File: config.mk
export PLATFORM = sky130hd
export DESIGN_NAME = i2s_dac_stream_tx
export DESIGN_NICKNAME = d
export VERILOG_FILES = /design/src/rtl/i2s_dac_stream_tx.sv
export SDC_FILE = /design/constraint.sdc
export NUM_CORES = 1
export LEC_CHECK = 0
export BUFFER_PORTS_ARGS = -buffer_cell sky130_fd_sc_hd__buf_4
export CORE_UTILIZATION = 50
export CTS_CLUSTER_DIAMETER = 40
export DETAILED_ROUTE_END_ITERATION = 10
export GPL_ROUTABILITY_DRIVEN = 0
export PLACE_DENSITY_LB_ADDON = 0.1
export SYNTH_ARGS = -nofsm -noshare
export SYNTH_HDL_FRONTEND = slang
export SYNTH_SLANG_ARGS = --single-unit
File: constraint.sdc
create_clock -name clk_clk -period 9.9 [get_ports clk_clk]
set_input_delay 1.98 -clock clk_clk [delete_from_list [all_inputs] [get_ports clk_clk]]
set_output_delay 1.98 -clock clk_clk [all_outputs]
set_load 0.05 [all_outputs]
File: src/rtl/i2s_dac_stream_tx.sv
// I2S DAC transmitter: buffers {left,right} frames in a FIFO and serialises them MSB-first
// against the codec-mastered bclk/daclrc, counting frames sent while the FIFO was empty.
module i2s_dac_stream_tx #(
  parameter int DATA_W     = 16,
  parameter int FIFO_DEPTH = 8,
  parameter int MONO       = 0,
  parameter int UNDER_HOLD = 0
) (
  input  logic                        clk_clk,
  input  logic                        reset_reset,
  input  logic                        bclk_export,
  input  logic                        daclrc_export,
  output logic                        dacdat_export,
  input  logic [2*DATA_W-1:0]         snk_data,
  input  logic                        snk_valid,
  output logic                        snk_ready,
  input  logic                        tx_en,
  output logic [$clog2(FIFO_DEPTH):0] fifo_level,
  output logic                        underrun,
  input  logic                        underrun_clr,
  output logic [15:0]                 under_cnt
);

  localparam int AW = $clog2(FIFO_DEPTH);
  localparam int CW = $clog2(DATA_W + 1);

  typedef enum logic {
    ST_WAIT_LEFT,
    ST_LOCKED
  } state_t;

  state_t              state_q, state_d;
  logic [1:0]          bclk_sync_q, bclk_sync_d;
  logic [1:0]          lrc_sync_q, lrc_sync_d;
  logic                bclk_last_q, bclk_last_d;
  logic                lrc_last_q, lrc_last_d;
  logic [DATA_W-1:0]   shreg_q, shreg_d;
  logic [DATA_W-1:0]   right_q, right_d;
  logic [2*DATA_W-1:0] last_q, last_d;
  logic [CW-1:0]       bitcnt_q, bitcnt_d;
  logic                dacdat_q, dacdat_d;
  logic [AW:0]         wr_ptr_q, wr_ptr_d;
  logic [AW:0]         rd_ptr_q, rd_ptr_d;
  logic                underrun_q, underrun_d;
  logic [15:0]         under_cnt_q, under_cnt_d;
  logic [2*DATA_W-1:0] mem_q [FIFO_DEPTH];

  logic                bclk_s, lrc_s, rise_ev, fall_ev;
  logic                left_b, right_b;
  logic [AW:0]         level;
  logic                full, push, pop, under_ev;
  logic [2*DATA_W-1:0] head;
  logic [DATA_W-1:0]   head_l, head_r;

  assign bclk_s  = bclk_sync_q[1];
  assign lrc_s   = lrc_sync_q[1];
  assign rise_ev = bclk_s & ~bclk_last_q;
  assign fall_ev = ~bclk_s & bclk_last_q;
  assign left_b  = rise_ev && (lrc_s != lrc_last_q) && !lrc_s;
  assign right_b = rise_ev && (lrc_s != lrc_last_q) && lrc_s;

  assign level  = wr_ptr_q - rd_ptr_q;
  assign full   = (level == (AW+1)'(FIFO_DEPTH));
  assign push   = snk_valid && !full;
  assign head   = mem_q[rd_ptr_q[AW-1:0]];
  assign head_r = head[DATA_W-1:0];
  assign head_l = (MONO != 0) ? head[DATA_W-1:0] : head[2*DATA_W-1:DATA_W];

  always_comb begin
    state_d     = state_q;
    bclk_sync_d = {bclk_sync_q[0], bclk_export};
    lrc_sync_d  = {lrc_sync_q[0], daclrc_export};
    bclk_last_d = bclk_s;
    lrc_last_d  = lrc_last_q;
    shreg_d     = shreg_q;
    right_d     = right_q;
    last_d      = last_q;
    bitcnt_d    = bitcnt_q;
    dacdat_d    = dacdat_q;
    underrun_d  = underrun_q;
    under_cnt_d = under_cnt_q;
    pop         = 1'b0;
    under_ev    = 1'b0;

    if (rise_ev) begin
      lrc_last_d = lrc_s;
    end

    // A boundary reload always wins over any bits still pending in shreg.
    if (left_b) begin
      state_d  = ST_LOCKED;
      bitcnt_d = CW'(DATA_W);
      shreg_d  = '0;
      right_d  = '0;
      if (tx_en) begin
        if (level != '0) begin
          pop     = 1'b1;
          shreg_d = head_l;
          right_d = head_r;
          last_d  = {head_l, head_r};
        end else begin
          under_ev = 1'b1;
          if (UNDER_HOLD != 0) begin
            shreg_d = last_q[2*DATA_W-1:DATA_W];
            right_d = last_q[DATA_W-1:0];
          end
        end
      end
    end else if (right_b && (state_q == ST_LOCKED)) begin
      shreg_d  = right_q;
      bitcnt_d = CW'(DATA_W);
    end else if (fall_ev) begin
      if (bitcnt_q != '0) begin
        dacdat_d = shreg_q[DATA_W-1];
        shreg_d  = shreg_q << 1;
        bitcnt_d = bitcnt_q - CW'(1);
      end else begin
        dacdat_d = 1'b0;
      end
    end

    if (under_ev) begin
      underrun_d = 1'b1;
      if (underrun_clr) begin
        under_cnt_d = 16'd1;
      end else if (under_cnt_q != 16'hFFFF) begin
        under_cnt_d = under_cnt_q + 16'd1;
      end
    end else if (underrun_clr) begin
      underrun_d  = 1'b0;
      under_cnt_d = '0;
    end

    wr_ptr_d = push ? wr_ptr_q + (AW+1)'(1) : wr_ptr_q;
    rd_ptr_d = pop  ? rd_ptr_q + (AW+1)'(1) : rd_ptr_q;
  end

  always_ff @(posedge clk_clk) begin
    if (reset_reset) begin
      state_q     <= ST_WAIT_LEFT;
      bclk_sync_q <= '0;
      lrc_sync_q  <= '0;
      bclk_last_q <= 1'b0;
      lrc_last_q  <= 1'b0;
      shreg_q     <= '0;
      right_q     <= '0;
      last_q      <= '0;
      bitcnt_q    <= '0;
      dacdat_q    <= 1'b0;
      wr_ptr_q    <= '0;
      rd_ptr_q    <= '0;
      underrun_q  <= 1'b0;
      under_cnt_q <= '0;
    end else begin
      state_q     <= state_d;
      bclk_sync_q <= bclk_sync_d;
      lrc_sync_q  <= lrc_sync_d;
      bclk_last_q <= bclk_last_d;
      lrc_last_q  <= lrc_last_d;
      shreg_q     <= shreg_d;
      right_q     <= right_d;
      last_q      <= last_d;
      bitcnt_q    <= bitcnt_d;
      dacdat_q    <= dacdat_d;
      wr_ptr_q    <= wr_ptr_d;
      rd_ptr_q    <= rd_ptr_d;
      underrun_q  <= underrun_d;
      under_cnt_q <= under_cnt_d;
    end
  end

  always_ff @(posedge clk_clk) begin
    if (push) begin
      mem_q[wr_ptr_q[AW-1:0]] <= snk_data;
    end
  end

  assign dacdat_export = dacdat_q;
  assign snk_ready     = !full;
  assign fifo_level    = level;
  assign underrun      = underrun_q;
  assign under_cnt     = under_cnt_q;

endmodule

==> results by group, run 1 <==
Floorplanning
  • Initial core utilization: about half
  • Die H: ~160 um
  • Die W: between 150 and 200 um
  • Core Area: 25300 um2
  • I/O pin total: between 60 and 70
  • Die ar.: between 20000 and 30000 um2
  • # rows: 58

Logic synthesis
  • Syn Area/Cell: ~16 um2
  • Cell count after synthesis: 799
  • Netlist cell types: 49
  • Post-synth EDFFs: 256
  • Synth warnings: 0
  • Async SR Flop Fraction: 0%
  • Synthesized cell area: ~13000 um2
  • Post-synth top flop: edfxtp_1
  • Synthesized Nets: approximately 850
  • Number of synthesized register bits: 329
  • Part of the Yosys area used for sequential elements: 70.8%

Placed design
  • IO buf count: 61
  • DP Wirelength: 14.0 mm
  • Area post-placement: 13800 um2
  • Worst slack at placement: 5800 ps

Clock tree
  • Clock-pin slew on the worst setup and hold paths: around 60 ps
  • Clock sink count: roughly 330
  • CTS tree: done
  • # resized after CTS: 0
  • Hold_buf cts: 0
  • Post-CTS setup buffer count: 0
  • Maximum root-to-sink buffer count: 3
  • Inserted Clock Buffers: 42
  • Later-pin clock latency in the skew report: 520 ps
  • H-tree depth: 2
  • Root Buffer: clkbuf_16

Power and ir drop
  • PwrDens: 208 nW/um2
  • Total leakage power: 4.92 nW
  • Peak supply drop: between 100 and 150 uV

Timing
  • RSZ-0062 raised after global routing: no
  • Slew at the pin closest to its max-slew limit: 1070 ps
  • Post-route setup slack: 5250 ps
  • Final setup viols: 0
  • Final Cycle Share: 47.0%
  • Tmin final: 4650 ps
  • Final Slew Violations: 0
  • Maximum clock frequency: roughly 220 MHz
  • Final Hold Fails: 0
  • Clock Skews: 11.5 ps
  • Sum Neg Setup Slack: 0 ps
  • Slew HR: roughly 28%

Detailed routing
  • Final ANT Viol Nets: 0
  • Vias per Instance: 5.65
  • Residual DRC: 0
  • Vias: 7006
  • Initial DRC Count: 508
  • WL final: 25.4 mm
  • Initial DRT Pass Iterations: 5
  • DR WL/cell: 20.5 um

Worst setup path
  • Crit end category: output port
  • Worst flop-to-flop path startpoint: wr_ptr_q[0]
  • Worst reg2reg path depth: 9
  • Worst path bufs/invs: 3
  • R2r setup slk: approximately 6700 ps
  • Reg-to-reg endpoint: mem_q[6][19]
  • CP arrival: 2670 ps
  • CP max-delay cell: dfxtp_1
  • Crit path required time: 7920 ps
  • Most Frequent Cell on Critical Path: inv_1
  • CP Class: register to output port
  • Crit-path max FO: 8
  • Worst stage delay on the critical path: 510 ps
  • Crit-path cells: inv_1 > ha_1 > inv_1 > fa_1 > nand2b_1 > nor2_2 > nand2_1 > buf_4
  • Startpoint Class: register
  • Crit path max-delay family: adder cells

Global route
  • First-pass GRT wire length: 39.9 mm
  • Initial antenna violation count: 0
  • Vias in the first global route: about 7000
  • Grt ovf: 0
  • GRT Util Overall: 20.0%
  • Largest net degree at the start of global routing: 57

Cells and area
  • Fraction of layout cells with a size suffix above 1: 25.7%
  • Fin area: 15200 um2
  • Area delta synth->final: 17.7%
  • Antenna Cells: 0
  • Layout Nets: just over 900

Worst hold path
  • Hold EP: bclk_sync_q[1]
  • Hold WC Path Type: register to register
  • WHS Path Cells: 1
  • Hold Crit Start: bclk_sync_q[0]

Run status
  • Outcome: finished, final reports clean

Run
  • Max-cap violation count: 0
routing by layer:
metal	vias up	routed length (um)	track usage (%)
met5	-	0	0
met4	0	433	5.65
met3	33	1170	3.46
met2	162	12700	33.1
met1	3562	11100	27.2
li1	3249	-	-
how the worst max path moves through the flow:
stage / depth (start not counted) / startpoint / to / slack [ps]
6_report: 8 / wr_ptr_q[0] / snk_ready / 5250
3_3_place_gp: 8 / wr_ptr_q[0] / snk_ready / 5890
2_1_floorplan: 7 / wr_ptr_q[0] / mem_q[2][0] / 3750
4_1_cts: 8 / wr_ptr_q[0] / snk_ready / 5230
5_1_grt: 8 / wr_ptr_q[0] / snk_ready / 5090
3_5_place_dp: 8 / wr_ptr_q[0] / snk_ready / 5800
report_power, final:
group	internal [mW]	leakage, nW	switching (mW)
clock	0.946	0.694	0.586
combinational	0.0393	1.31	0.0684
sequential	1.52	2.91	0.00813
total	2.50	4.92	0.663
layout by cell type (no fill, tap or decap), types with 4 or more instances in the layout:
cell,n
inv_6,4
bufinv_16,4
clkinv_1,5
edfxtp_1,256
mux2_2,16
mux4_2,48
nor2_1,70
nor2b_1,41
clkbuf_16,45
mux2i_1,34
xnor2_1,18
o22ai_1,31
clkinvlp_4,5
nor3_1,7
clkbuf_1,4
inv_1,11
ha_1,7
xor2_1,5
nand4_1,5
nor3_2,11
buf_4,74
clkinv_4,5
nand3_1,5
o21ai_1,19
nand2_1,23
a211oi_1,16
dfxtp_1,71
a21oi_1,25
per-stage QoR:
step	hold WS (ps)	utilization (%)	cells	total power, mW
global placement	436	54.5	1162	1.66
floorplan	414	-	799	1.61
global route	460	60.2	1240	3.26
finish	437	60.2	1240	3.17
detailed placement	425	54.5	1162	1.66
CTS	450	60.2	1240	3.20
final cells by class:
type | instances | area, um2
Clock buffer | 49 | 1140
Clock inverter | 29 | 309
Fill cell | 1896 | 10100
Inverter | 11 | 41.3
Multi-Input combinational cell | 418 | 3590
Sequential cell | 329 | 9150
Tap cell | 330 | 413
Timing Repair Buffer | 74 | 556
kinds of logic (layout without fill, tap and decap cells):
logic type / after synthesis / in the layout / share of synthesized area, %
flip-flops: 329 / 329 / 70.8
XOR/XNOR: 23 / 23 / 1.56
buffers and inverters: 52 / 163 / 1.74
AND/OR/NAND/NOR: 186 / 186 / 7.61
adder cells (fa/ha/maj): 8 / 8 / 0.833
multiplexers: 98 / 98 / 12.4
AO/OA/AOI/OAI: 103 / 103 / 5.02
state kept, by name, summed over array words and instances, names as in the netlist, 2 cells and up, named ones only:
register / count
bclk_sync_q: 2
bitcnt_q: 5
lrc_sync_q: 2
mem_q: 256
rd_ptr_q: 4
right_q: 16
shreg_q: 16
under_cnt: 16
wr_ptr_q: 4
worst register-to-register path, cell delays in order (launching register included):
cell	delay, ps
dfxtp_1	400
inv_1	190
ha_1	200
inv_1	60
fa_1	370
xor2_1	370
o41a_1	290
nand2_1	220
nor3b_2	240
buf_4	490
cell usage after synthesis, drive strengths merged (2+ instances only):
cell type    n  area share [%]
mux2        16             1.4
nand3b       2            0.12
clkbuf      20            0.58
or3          3            0.15
nand4        5            0.24
nand3        5            0.19
o22ai       31             1.5
a21oi       25            0.97
nand2b       3            0.15
nor4         6            0.46
buf         21            0.84
nand2       24            0.76
nor3        18             1.0
inv         11            0.32
nor2b       41             2.0
mux4        48             8.4
edfxtp     256              60
nor2        72             2.1
dfxtp       73              11
xnor2       18             1.2
xor2         5            0.34
mux2i       34             2.6
ha           7            0.68
o21ai       23            0.92
a211oi      16            0.93
or2          2           0.097
No activity file was read; power rests on OpenSTA's default activity.
==> inputs of run 2 (changes only) <==
clock period = 4.29 ns   (was 9.9 ns; I/O delays follow)
==> results by group, run 2 (synthesized netlist as in run 1, its figures left out) <==
Cells and area
  • Leading cell type in the layout, fill and taps excluded: edfxtp_1
  • Area delta synth->final: 18.1%
  • Antenna Cells: 0
  • Fillers: 1886
  • Sequential cell area: 9150 um2
  • Fraction of layout cells with a size suffix above 1: 26.1%
  • Max FFs per register: between 200 and 300
  • Area occupied by multi-input gates: around 3600 um2
  • Commonest non-fill, non-tap cells in the layout: edfxtp_1 (256), buf_4 (80), dfxtp_1 (71), nor2_1 (70), mux4_2 (48)
  • Layout Nets: 929

Worst setup path
  • Crit path max-delay family: adder cells
  • Crit path required time: between 3000 and 4000 ps
  • CP arrival: 2860 ps
  • CP max-delay cell: dfxtp_1
  • Worst stage delay on the critical path: 590 ps
  • Crit end category: output port
  • Crit-path cells: inv_1 > ha_1 > inv_1 > fa_1 > nand2b_1 > nor2_2 > nand2_1 > buf_4
  • Worst path bufs/invs: 3
  • Crit-path max FO: 8
  • Startpoint Class: register
  • Most Frequent Cell on Critical Path: inv_1
  • CP Class: register to output port

Global route
  • Initial antenna violation count: 0
  • GRT Util Overall: 19.8%
  • First-pass GRT wire length: slightly below 40 mm
  • Largest net degree at the start of global routing: 57
  • Grt ovf: 0
  • Vias in the first global route: ~7000

Power and ir drop
  • Switch Pwr: 1.46 mW
  • Sw frac: 20.2%
  • Cell-internal power: 5.76 mW
  • Combinational Power Share: 3.5%
  • Clock power share: 47.7%
  • PwrDens: 474 nW/um2
  • Seq pwr share: 48.8%
  • Peak supply drop: between 300 and 400 uV
  • Final total power: 7.23 mW
  • Total leakage power: 4.95 nW

Timing
  • Maximum clock frequency: 269 MHz
  • Worst hold slack: roughly 460 ps
  • Final Hold Fails: 0
  • Slew HR: roughly a third
  • Clock Skews: around 17 ps
  • Final Cycle Share: 86.7%
  • RSZ-0062 raised after global routing: no
  • Slew at the pin closest to its max-slew limit: 998 ps
  • Tmin final: between 3000 and 4000 ps
  • Final setup viols: 0
  • Final Slew Violations: 0

Clock tree
  • Post-CTS setup buffer count: 0
  • Maximum root-to-sink buffer count: 3
  • Clock sink count: 329
  • Later-pin clock latency in the skew report: between 500 and 600 ps
  • H-tree depth: 2
  • Inserted Clock Buffers: 42
  • Clock-pin slew on the worst setup and hold paths: 50 ps
  • Hold_buf cts: 0
  • # resized after CTS: 0
  • Root Buffer: clkbuf_16
  • CTS tree: done

Placed design
  • DP Wirelength: 14.8 mm
  • IO buf count: 61

Floorplanning
  • Die ar.: 26500 um2
  • Core Area: 25300 um2
  • I/O pin total: 62
  • # rows: 58
  • Die W: 163 um
  • Die H: 163 um
  • Initial core utilization: 51.1%

Worst hold path
  • Hold WC Path Type: register to register

Detailed routing
  • Vias: 6943
  • Initial DRC Count: ~480
  • Residual DRC: 0
  • Initial DRT Pass Iterations: 5
  • Final ANT Viol Nets: 0
  • WL final: 25.2 mm
  • Vias per Instance: 5.58
  • DR WL/cell: 20.2 um

Run status
  • Outcome: finished, final reports clean

Run
  • Max-cap violation count: 0
[run 2: cell type report]
type | count | area share (%)
flip-flops and latches | 329 | 60.0
multi-input cells | 418 | 23.7
clock buffers | 57 | 7.88
repair buffers | 80 | 3.94
well taps | 330 | 2.71
clock inverters | 20 | 1.44
inverters | 11 | 0.271
[run 2: routing by layer]
layer	vias to the layer above	track usage (%)	part of all wire, %	routed length (um)
li1	3251	-	-	-
met1	3497	26.7	45	11300
met2	157	33.1	49	12300
met3	38	3.36	4.3	1090
met4	0	5.69	1.9	483
met5	-	0	0	0
[run 2: worst paths after layout]
path	startpoint	to	slack, ps	cells after the start
worst min-delay path	bclk_sync_q[0]	bclk_sync_q[1]	460	1
worst max-delay path	wr_ptr_q[0]	snk_ready	570	8
worst max register to register	wr_ptr_q[0]	mem_q[6][0]	880	9
worst min register to register	bclk_sync_q[0]	bclk_sync_q[1]	460	1
[run 2: metrics by stage]
step / utilization, % / worst slack [ps] / cells / instance area [um2] / TNS [ps]
after floorplan: - / -856 / 799 / 12900 / -108790
after global placement: 54.8 / 1130 / 1168 / 13800 / 0
after detailed placement: 54.8 / 889 / 1168 / 13800 / 0
after CTS: 60.4 / 564 / 1245 / 15200 / 0
after global routing: 60.4 / 367 / 1245 / 15200 / 0
final: 60.4 / 570 / 1245 / 15200 / 0
[run 2: power groups by stage]
stage	combinational, mW	clock, mW	sequential [mW]
4_1_cts	0.259	3.52	3.53
5_1_grt	0.277	3.64	3.53
2_1_floorplan	0.140	0	3.59
6_report	0.254	3.45	3.52
3_5_place_dp	0.258	0	3.59
3_3_place_gp	0.248	0	3.59
[run 2: worst register-to-register path, cell delays in order, from the launching register on]
cell,delay (ps)
dfxtp_1,590
inv_1,230
ha_1,280
inv_1,70
fa_1,180
xor2_1,400
o41a_1,290
nand2_1,240
nor3b_4,260
buf_4,490
==> inputs of run 3 (changes only) <==
CAP_MARGIN = 20   (was default)
clock period = 4.22 ns   (was 4.29 ns; I/O delays follow)
==> results by group, run 3 (synthesized netlist as in run 1, its figures left out) <==
Clock tree
  • Post-CTS setup buffer count: 0
  • Hold_buf cts: 0
  • Maximum root-to-sink buffer count: 3
  • Clock sink count: 329
  • H-tree depth: 2
  • Inserted Clock Buffers: 42
  • CTS tree: done
  • Root Buffer: clkbuf_16
  • Clock-pin slew on the worst setup and hold paths: 50 ps
  • # resized after CTS: 0
  • Later-pin clock latency in the skew report: around 520 ps

Floorplanning
  • Die H: 163 um
  • Die W: 163 um
  • I/O pin total: between 60 and 70
  • Die ar.: 26500 um2
  • Core Area: 25300 um2
  • Initial core utilization: approximately half
  • # rows: 58

Timing
  • Sum Neg Setup Slack: 0 ps
  • Final Hold Fails: 0
  • Slew HR: 28.1%
  • Clock Skews: 9.33 ps
  • Maximum clock frequency: 271 MHz
  • RSZ-0062 raised after global routing: no
  • Final Cycle Share: about 87%
  • Final setup viols: 0
  • Tmin final: approximately 3700 ps
  • Slew at the pin closest to its max-slew limit: between 1000 and 1500 ps
  • Final Slew Violations: 0

Power and ir drop
  • PwrDens: 485 nW/um2
  • Total leakage power: 4.96 nW
  • Cell-internal power: 5.89 mW
  • Switch Pwr: 1.52 mW
  • Peak supply drop: 368 uV
  • Clock power share: 48.1%
  • Sw frac: 20.5%
  • Seq pwr share: 48.4%
  • Combinational Power Share: under 10%

Detailed routing
  • Residual DRC: 0
  • Vias: 6987
  • Initial DRT Pass Iterations: 5
  • Vias per Instance: between 5 and 6
  • Final ANT Viol Nets: 0
  • DR WL/cell: 20.3 um
  • WL final: 25.3 mm
  • Initial DRC Count: 504

Worst setup path
  • Crit path max-delay family: adder cells
  • Crit-path cells: inv_1 > ha_1 > inv_1 > fa_1 > nand2b_1 > nor2_2 > nand2_1 > buf_4
  • Most Frequent Cell on Critical Path: inv_1
  • Worst stage delay on the critical path: 600 ps
  • Crit-path max FO: 8
  • Crit end category: output port
  • CP Class: register to output port
  • CP max-delay cell: dfxtp_1
  • CP arrival: 2840 ps
  • Crit path required time: 3380 ps
  • Worst path bufs/invs: 3
  • Startpoint Class: register

Cells and area
  • Core Util, Final: 60.4%
  • Leading cell type in the layout, fill and taps excluded: edfxtp_1
  • Layout Nets: 929
  • Max FFs per register: about 260
  • Commonest non-fill, non-tap cells in the layout: edfxtp_1 (256), buf_4 (80), dfxtp_1 (71), nor2_1 (70), mux4_2 (48)
  • Area delta synth->final: 18.1%
  • Antenna Cells: 0
  • Fraction of layout cells with a size suffix above 1: about a quarter

Run
  • Max-cap violation count: 0

Global route
  • Grt ovf: 0
  • Largest net degree at the start of global routing: between 50 and 60
  • Initial antenna violation count: 0
  • First-pass GRT wire length: 39.9 mm
  • GRT Util Overall: 19.9%
  • Vias in the first global route: 7336

Run status
  • Outcome: finished, final reports clean

Placed design
  • IO buf count: 61
  • DP Wirelength: 14.9 mm

Worst hold path
  • Hold WC Path Type: register to register
run 3: metrics by stage:
step                instance area, um2  instances  hold slack (ps)  setup slack (ps)  power (mW)
CTS                              15300       1245              441               529        7.49
finish                           15300       1245              435               535        7.41
global route                     15300       1245              460               384        7.62
detailed placement               13800       1168              438               874        3.91
floorplan                        12900        799              414              -926        3.79
global placement                 13800       1168              442              1070        3.90
run 3: path summary, 6_finish.rpt:
| kind | from | end | slack, ps | depth (start not counted) |
|---|---|---|---|---|
| max reg2reg | wr_ptr_q[0] | mem_q[6][28] | 850 | 9 |
| min | lrc_sync_q[0] | lrc_sync_q[1] | 430 | 1 |
| max | wr_ptr_q[0] | snk_ready | 540 | 8 |
| min reg2reg | lrc_sync_q[0] | lrc_sync_q[1] | 430 | 1 |
run 3: power by group through the flow:
stage / combinational [mW] / clock [mW] / sequential (mW)
final: 0.260 / 3.56 / 3.58
after global routing: 0.283 / 3.75 / 3.59
after CTS: 0.265 / 3.64 / 3.58
after detailed placement: 0.264 / 0 / 3.65
after global placement: 0.254 / 0 / 3.65
after floorplan: 0.142 / 0 / 3.65
run 3: metal layers:
metal  part of all wire [%]  up-vias  global-route usage (%)
met5                      0        -                       0
met4                    3.0        0                    7.99
met1                     44     3506                    26.4
met2                     49      170                    33.1
li1                       -     3256                       -
met3                    4.3       55                    3.06
run 3: layout make-up:
type                            count  area, um2
Clock buffer                       51       1130
Clock inverter                     26        303
Fill cell                        1869      10000
Inverter                           11       41.3
Multi-Input combinational cell    418       3620
Sequential cell                   329       9150
Tap cell                          330        413
Timing Repair Buffer               80        601
